--- config.mk ---
export PLATFORM = sky130hd
export DESIGN_NAME = avalon_mm_arb_master_flat
export DESIGN_NICKNAME = d
export VERILOG_FILES = /design/src/rtl/avalon_mm_arb_master_if.sv /design/src/rtl/avalon_mm_arb_master.sv /design/src/flat_wrapper.sv
export SDC_FILE = /design/constraint.sdc
export NUM_CORES = 1
export LEC_CHECK = 0
export ABC_AREA = 1
export CAP_MARGIN = 10
export CORE_MARGIN = 5
export CORE_UTILIZATION = 25
export CTS_BUF_LIST = sky130_fd_sc_hd__clkbuf_8
export CTS_CLUSTER_SIZE = 30
export DETAILED_ROUTE_END_ITERATION = 10
export PLACE_DENSITY = 0.52
export SLEW_MARGIN = 40
export SYNTH_ARGS = -nofsm -noshare
export SYNTH_HDL_FRONTEND = slang
export SYNTH_SLANG_ARGS = --single-unit
--- constraint.sdc ---
create_clock -name CLK -period 2.6 [get_ports CLK]
set_clock_uncertainty 0.2 [all_clocks]
set_input_delay 0.52 -clock CLK [delete_from_list [all_inputs] [get_ports CLK]]
set_output_delay 0.52 -clock CLK [all_outputs]
set_load 0.05 [all_outputs]
--- src/rtl/avalon_mm_arb_master_if.sv ---
// Avalon-MM master bus bundle shared by the arbitrated master and its slave.
interface avalon_mm_arb_master_if #(
    parameter int unsigned AW = 32,
    parameter int unsigned DW = 32
);
    logic [AW-1:0] ADDRESS;
    logic          BEGINTRANSFER;
    logic          READ;
    logic          WRITE;
    logic [DW-1:0] WRITEDATA;
    logic          LOCK;
    logic [DW-1:0] READDATA;
    logic          WAITREQUEST;

    modport master (
        output ADDRESS, BEGINTRANSFER, READ, WRITE, WRITEDATA, LOCK,
        input  READDATA, WAITREQUEST
    );

    modport slave (
        input  ADDRESS, BEGINTRANSFER, READ, WRITE, WRITEDATA, LOCK,
        output READDATA, WAITREQUEST
    );
endinterface

--- src/rtl/avalon_mm_arb_master.sv ---
// NCH request channels sharing one Avalon-MM master port through a round-robin
// arbiter, with locked bursts, WAITREQUEST timeout and per-channel done/err pulses.
module avalon_mm_arb_master #(
    parameter int unsigned NCH     = 2,
    parameter int unsigned AW      = 32,
    parameter int unsigned DW      = 32,
    parameter int unsigned TIMEOUT = 255
) (
    input  logic                CLK,
    input  logic                RST_N,
    input  logic [NCH-1:0]      req_start,
    input  logic [NCH-1:0]      req_rnw,
    input  logic [NCH-1:0]      req_lock,
    input  logic [NCH*AW-1:0]   req_addr,
    input  logic [NCH*DW-1:0]   req_wdata,
    output logic [NCH-1:0]      req_done,
    output logic [NCH-1:0]      req_err,
    output logic [DW-1:0]       rdata,
    output logic [NCH-1:0]      grant,
    output logic                busy,
    avalon_mm_arb_master_if.master avm
);
    localparam int unsigned PW = (NCH > 1) ? $clog2(NCH) : 1;
    localparam int unsigned CW = (TIMEOUT > 0) ? $clog2(TIMEOUT + 1) : 1;

    localparam logic [1:0] S_IDLE   = 2'd0;
    localparam logic [1:0] S_ACCESS = 2'd1;
    localparam logic [1:0] S_RESP   = 2'd2;

    logic [1:0]     state_q,     state_d;
    logic [PW-1:0]  ptr_q,       ptr_d;
    logic           lock_hold_q, lock_hold_d;
    logic [NCH-1:0] grant_q,     grant_d;
    logic           rnw_q,       rnw_d;
    logic [AW-1:0]  addr_q,      addr_d;
    logic [DW-1:0]  wdata_q,     wdata_d;
    logic           bt_q,        bt_d;
    logic           read_q,      read_d;
    logic           write_q,     write_d;
    logic           lock_q,      lock_d;
    logic [CW-1:0]  cnt_q,       cnt_d;
    logic [NCH-1:0] done_q,      done_d;
    logic [NCH-1:0] errp_q,      errp_d;
    logic [DW-1:0]  rdata_q,     rdata_d;
    logic           busy_q,      busy_d;

    logic [PW-1:0]  win;
    logic [PW-1:0]  idx;
    logic           found;
    logic           timeout_hit;

    // ptr_q doubles as the owner index while a transfer is in flight
    always_comb begin
        state_d     = state_q;
        ptr_d       = ptr_q;
        lock_hold_d = lock_hold_q;
        grant_d     = grant_q;
        rnw_d       = rnw_q;
        addr_d      = addr_q;
        wdata_d     = wdata_q;
        bt_d        = 1'b0;
        read_d      = read_q;
        write_d     = write_q;
        cnt_d       = cnt_q;
        done_d      = '0;
        errp_d      = '0;
        rdata_d     = rdata_q;
        win         = ptr_q;
        idx         = ptr_q;
        found       = 1'b0;
        timeout_hit = (TIMEOUT != 0) && ((32'(cnt_q) + 32'd1) == TIMEOUT);

        // round-robin search starting just after the last owner
        for (int i = 1; i <= int'(NCH); i++) begin
            idx = PW'((32'(ptr_q) + 32'(i)) % NCH);
            if (!found && req_start[idx]) begin
                win   = idx;
                found = 1'b1;
            end
        end
        if (lock_hold_q && req_start[ptr_q]) begin
            win   = ptr_q;
            found = 1'b1;
        end

        case (state_q)
            S_IDLE: begin
                if (lock_hold_q && !req_start[ptr_q]) lock_hold_d = 1'b0;
                if (found) begin
                    state_d      = S_ACCESS;
                    ptr_d        = win;
                    grant_d      = '0;
                    grant_d[win] = 1'b1;
                    rnw_d        = req_rnw[win];
                    addr_d       = req_addr[32'(win)*AW +: AW];
                    wdata_d      = req_wdata[32'(win)*DW +: DW];
                    bt_d         = 1'b1;
                    read_d       = req_rnw[win];
                    write_d      = !req_rnw[win];
                    cnt_d        = '0;
                end
            end
            S_ACCESS: begin
                if (!avm.WAITREQUEST) begin
                    state_d = S_RESP;
                    read_d  = 1'b0;
                    write_d = 1'b0;
                    done_d  = grant_q;
                    if (rnw_q) rdata_d = avm.READDATA;
                end else begin
                    cnt_d = cnt_q + CW'(1);
                    if (timeout_hit) begin
                        state_d = S_RESP;
                        read_d  = 1'b0;
                        write_d = 1'b0;
                        done_d  = grant_q;
                        errp_d  = grant_q;
                        rdata_d = '0;
                    end
                end
            end
            S_RESP: begin
                state_d     = S_IDLE;
                lock_hold_d = req_lock[ptr_q];
            end
            default: state_d = S_IDLE;
        endcase

        busy_d = (state_d != S_IDLE);
        lock_d = busy_d && (lock_hold_d || req_lock[ptr_d]);
    end

    always_ff @(posedge CLK or negedge RST_N) begin
        if (!RST_N) begin
            state_q     <= S_IDLE;
            ptr_q       <= PW'(NCH - 1);
            lock_hold_q <= 1'b0;
            grant_q     <= '0;
            rnw_q       <= 1'b0;
            addr_q      <= '0;
            wdata_q     <= '0;
            bt_q        <= 1'b0;
            read_q      <= 1'b0;
            write_q     <= 1'b0;
            lock_q      <= 1'b0;
            cnt_q       <= '0;
            done_q      <= '0;
            errp_q      <= '0;
            rdata_q     <= '0;
            busy_q      <= 1'b0;
        end else begin
            state_q     <= state_d;
            ptr_q       <= ptr_d;
            lock_hold_q <= lock_hold_d;
            grant_q     <= grant_d;
            rnw_q       <= rnw_d;
            addr_q      <= addr_d;
            wdata_q     <= wdata_d;
            bt_q        <= bt_d;
            read_q      <= read_d;
            write_q     <= write_d;
            lock_q      <= lock_d;
            cnt_q       <= cnt_d;
            done_q      <= done_d;
            errp_q      <= errp_d;
            rdata_q     <= rdata_d;
            busy_q      <= busy_d;
        end
    end

    assign req_done          = done_q;
    assign req_err           = errp_q;
    assign rdata             = rdata_q;
    assign grant             = grant_q;
    assign busy              = busy_q;
    assign avm.ADDRESS       = addr_q;
    assign avm.BEGINTRANSFER = bt_q;
    assign avm.READ          = read_q;
    assign avm.WRITE         = write_q;
    assign avm.WRITEDATA     = wdata_q;
    assign avm.LOCK          = lock_q;
endmodule

--- src/flat_wrapper.sv ---
// flat-port wrapper written by rule: the top's interface ports become plain ports
module avalon_mm_arb_master_flat 
#(
    parameter int unsigned NCH     = 2,
    parameter int unsigned AW      = 32,
    parameter int unsigned DW      = 32,
    parameter int unsigned TIMEOUT = 255
)
  (CLK, RST_N, req_start, req_rnw, req_lock, req_addr, req_wdata, req_done, req_err, rdata, grant, busy, avm_ADDRESS, avm_BEGINTRANSFER, avm_READ, avm_WRITE, avm_WRITEDATA, avm_LOCK, avm_READDATA, avm_WAITREQUEST);
  avalon_mm_arb_master_if #(.AW(AW), .DW(DW)) avm_i ();
  input  logic CLK;
  input  logic RST_N;
  input  logic [NCH-1:0] req_start;
  input  logic [NCH-1:0] req_rnw;
  input  logic [NCH-1:0] req_lock;
  input  logic [NCH*AW-1:0] req_addr;
  input  logic [NCH*DW-1:0] req_wdata;
  output logic [NCH-1:0] req_done;
  output logic [NCH-1:0] req_err;
  output logic [DW-1:0] rdata;
  output logic [NCH-1:0] grant;
  output logic busy;
  output wire logic [$bits(avm_i.ADDRESS)-1:0] avm_ADDRESS;
  output wire logic [$bits(avm_i.BEGINTRANSFER)-1:0] avm_BEGINTRANSFER;
  output wire logic [$bits(avm_i.READ)-1:0] avm_READ;
  output wire logic [$bits(avm_i.WRITE)-1:0] avm_WRITE;
  output wire logic [$bits(avm_i.WRITEDATA)-1:0] avm_WRITEDATA;
  output wire logic [$bits(avm_i.LOCK)-1:0] avm_LOCK;
  input wire logic [$bits(avm_i.READDATA)-1:0] avm_READDATA;
  input wire logic [$bits(avm_i.WAITREQUEST)-1:0] avm_WAITREQUEST;
  assign avm_ADDRESS = avm_i.ADDRESS;
  assign avm_BEGINTRANSFER = avm_i.BEGINTRANSFER;
  assign avm_READ = avm_i.READ;
  assign avm_WRITE = avm_i.WRITE;
  assign avm_WRITEDATA = avm_i.WRITEDATA;
  assign avm_LOCK = avm_i.LOCK;
  assign avm_i.READDATA = avm_READDATA;
  assign avm_i.WAITREQUEST = avm_WAITREQUEST;
  avalon_mm_arb_master #(.NCH(NCH), .AW(AW), .DW(DW), .TIMEOUT(TIMEOUT)) u_core (.CLK(CLK), .RST_N(RST_N), .req_start(req_start), .req_rnw(req_rnw), .req_lock(req_lock), .req_addr(req_addr), .req_wdata(req_wdata), .req_done(req_done), .req_err(req_err), .rdata(rdata), .grant(grant), .busy(busy), .avm(avm_i));
endmodule
==> metrics <==
status finished, final reports clean; Slew @ Worst Pin 0.5731 ns; drt pass-1 iters 4; Yosys cell types 24; Starting Density 25.17%; max cap viols 0; Post-Synthesis Net Count 797; vias in the first global route 4997; cell area after synthesis 0.005240 mm2; RSZ-0062 raised after global routing no; vias per cell 4.327; static leakage 3.943 nW; Achievable Freq 425.3 MHz; largest net degree at the start of global routing 75; Inserted Diodes 0; pwr/cell area 1294 mW/mm2; DP Wirelength 12670 um; Worst R2R End u_core.rdata[28]; WL per Instance 15.33 um; launch point of the worst path u_core.avm.WRITEDATA[2]; final number of setup-violating endpoints 0; Worst Path Required 1.88 ns; post-synth top area cell dfrtp_1; Slew headroom 61.68%; P&R area growth vs syn 66.69%; minimum clock period 2.351 ns; CTS Sinks 120; IO buf count 275; CTS tree yes; DP Cell Count 1156; critical path peak fanout 2; commonest non-fill, non-tap cell in the layout nand2_1; Final Hold Viols 0; flops & latches, synth 120; worst vdd ir 0.0006657 V; setup_tns 0 ns; H-Tree Level Count 4; post-synth top area share 56.83%; via count 5141; final WL 18210 um; first-pass GRT wire length 27910 um; Synth Instances 626; Placer Congestion 0.7546; reg2reg path depth 10; DIE WIDTH 154.8 um; Max Transition Viols Final 0; clk_lat worst skew 0.43 ns; clk slew on worst S/H paths 0.07 ns; commonest non-fill, non-tap cells in the layout 297 x nand2_1, 274 x clkdlybuf4s50_1, 119 x dfrtp_1, 71 x nand3_1, 34 x nand4_1; Num CTS Buffers 17; fin crit share 90.44%; worst r2r src u_core.cnt_q[1]; global route overflow 0; Crit. path cell count 1; Die ar. 0.02396 mm2; CP max stage delay 0.84 ns; Cell Rows 53; WP data arrival 1.63 ns; Critical Path, Cell by Cell clkdlybuf4s50_1; drt drc 0; num ports 276; Area contributors post-synth dfrtp_1 57%, nand2_1 21%, nand3_1 6.8%; worst hold path class reg -> reg; Bufs on Longest Clock Path 2; initial DRC count 222; Die Height 154.8 um; clock root buffer clkbuf_8; core area 0.02082 mm2; final-stage net count 1073; post-synthesis sequential area ratio 57.33%; initial antenna violation count 0; CP endpoint kind primary output; Bufs and invs on worst path 1; Mean Syn Cell Area 8.371 um2; CP top delay family buffers and inverters; hold wc startpoint u_core.rdata[24]; Synth warnings 0; CP endpoint avm_WRITEDATA[2]; slack of the worst reg-to-reg path 0.35 ns; kind of critical path reg -> out; share of layout cells above drive strength 1 6.134%; slowest cell on the critical path clkdlybuf4s50_1; Critical Path Start Type flop; Non-Filler Instances 1188; post-route ant nets 0; All-Layer GR Usage 14.84%
==> through the flow <==
stage / power (mW) / cell area, um2 / worst slack [ns] / util [%] / hold WS [ns]
2_1_floorplan: 7.291 / 5240 / 0.7354 / - / 0.02441
3_3_place_gp: 9.756 / 8332 / 0.1734 / 40.01 / 0.2533
3_5_place_dp: 9.775 / 8332 / 0.1421 / 40.01 / 0.2595
4_1_cts: 11.47 / 8717 / 0.1768 / 41.86 / 0.2754
5_1_grt: 12.03 / 8735 / 0.01371 / 41.95 / 0.2844
6_report: 11.30 / 8735 / 0.2486 / 41.95 / 0.2718
==> cell type report <==
| class | count | area, um2 |
|---|---|---|
| clock buffers | 22 | 302.8 |
| clock inverters | 8 | 72.57 |
| fillers | 2120 | 12090 |
| inverters | 26 | 97.59 |
| multi-input cells | 448 | 1968 |
| flip-flops and latches | 120 | 3004 |
| well taps | 275 | 344.1 |
| repair buffers | 289 | 2945 |
==> cell usage after synthesis <==
| cell | instances |
|---|---|
| inv_1 | 22 |
| o211ai_1 | 2 |
| clkbuf_1 | 16 |
| nor2_2 | 2 |
| nand3_2 | 1 |
| nor2_1 | 12 |
| nand4_1 | 34 |
| nor3_1 | 2 |
| o21ai_0 | 11 |
| buf_6 | 8 |
| buf_2 | 9 |
| nand2_2 | 1 |
| dfrtp_1 | 119 |
| nand3_4 | 1 |
| ha_1 | 2 |
| nand3_1 | 71 |
| a21oi_1 | 4 |
| or2_2 | 1 |
| o22ai_1 | 4 |
| o21ai_2 | 1 |
| nand2_1 | 298 |
| dfstp_2 | 1 |
| inv_2 | 3 |
| clkinv_1 | 1 |
==> worst min path at each step <==
| stage | to | slack [ns] | depth (start not counted) |
|---|---|---|---|
| floorplan | u_core.avm.ADDRESS[0] | 0.02 | 0 |
| global placement | u_core.rdata[5] | 0.25 | 2 |
| detailed placement | u_core.rdata[24] | 0.26 | 2 |
| CTS | u_core.rdata[28] | 0.28 | 2 |
| global route | u_core.rdata[26] | 0.28 | 2 |
| finish | u_core.rdata[24] | 0.27 | 2 |
==> cells by family (layout without fill, tap and decap cells) <==
kind of cell	Yosys count	in the layout	share of synthesized area (%)
AO/OA/AOI/OAI	22	22	2.364
adder cells (fa/ha/maj)	2	2	0.4775
AND/OR/NAND/NOR	423	424	34.24
buffers and inverters	59	345	5.587
flip-flops	120	120	57.33
==> routing by layer <==
layer,vias to the layer above,GRT usage (%),routed length (um)
met5,-,0,0
met3,12,6.491,1791
met2,208,22.21,8241
li1,2566,-,-
met1,2355,19.31,7940
met4,0,4.878,238
==> sequential cells by signal (all words and copies together) (netlist names) <==
name and flops:
u_core.grant 2, u_core.state_q 2, u_core.avm.WRITE 1, u_core.avm.BEGINTRANSFER 1, u_core.avm.LOCK 1, u_core.req_err 2
u_core.busy 1, u_core.avm.WRITEDATA 32, u_core.avm.ADDRESS 32, u_core.ptr_q 1, u_core.cnt_q 8, u_core.rnw_q 1
u_core.avm.READ 1, u_core.rdata 32, u_core.lock_hold_q 1, u_core.req_done 2
==> power breakdown <==
part           internal [mW]  total, mW  switching (mW)
Clock                  0.866       1.62           0.751
Combinational           2.16       6.60            4.45
Sequential              2.66       3.08           0.424
==> timing repair <==
| action | CTS | global route |
|---|---|---|
| endpoints found under the hold margin | 119 | 0 |
| gates resized for setup | 0 | 1 |
| buffers inserted | 0 | 0 |
| hold buffers | 1 | 0 |
| setup endpoints to repair | 0 | 24 |
No activity file was read; power rests on OpenSTA's default activity.
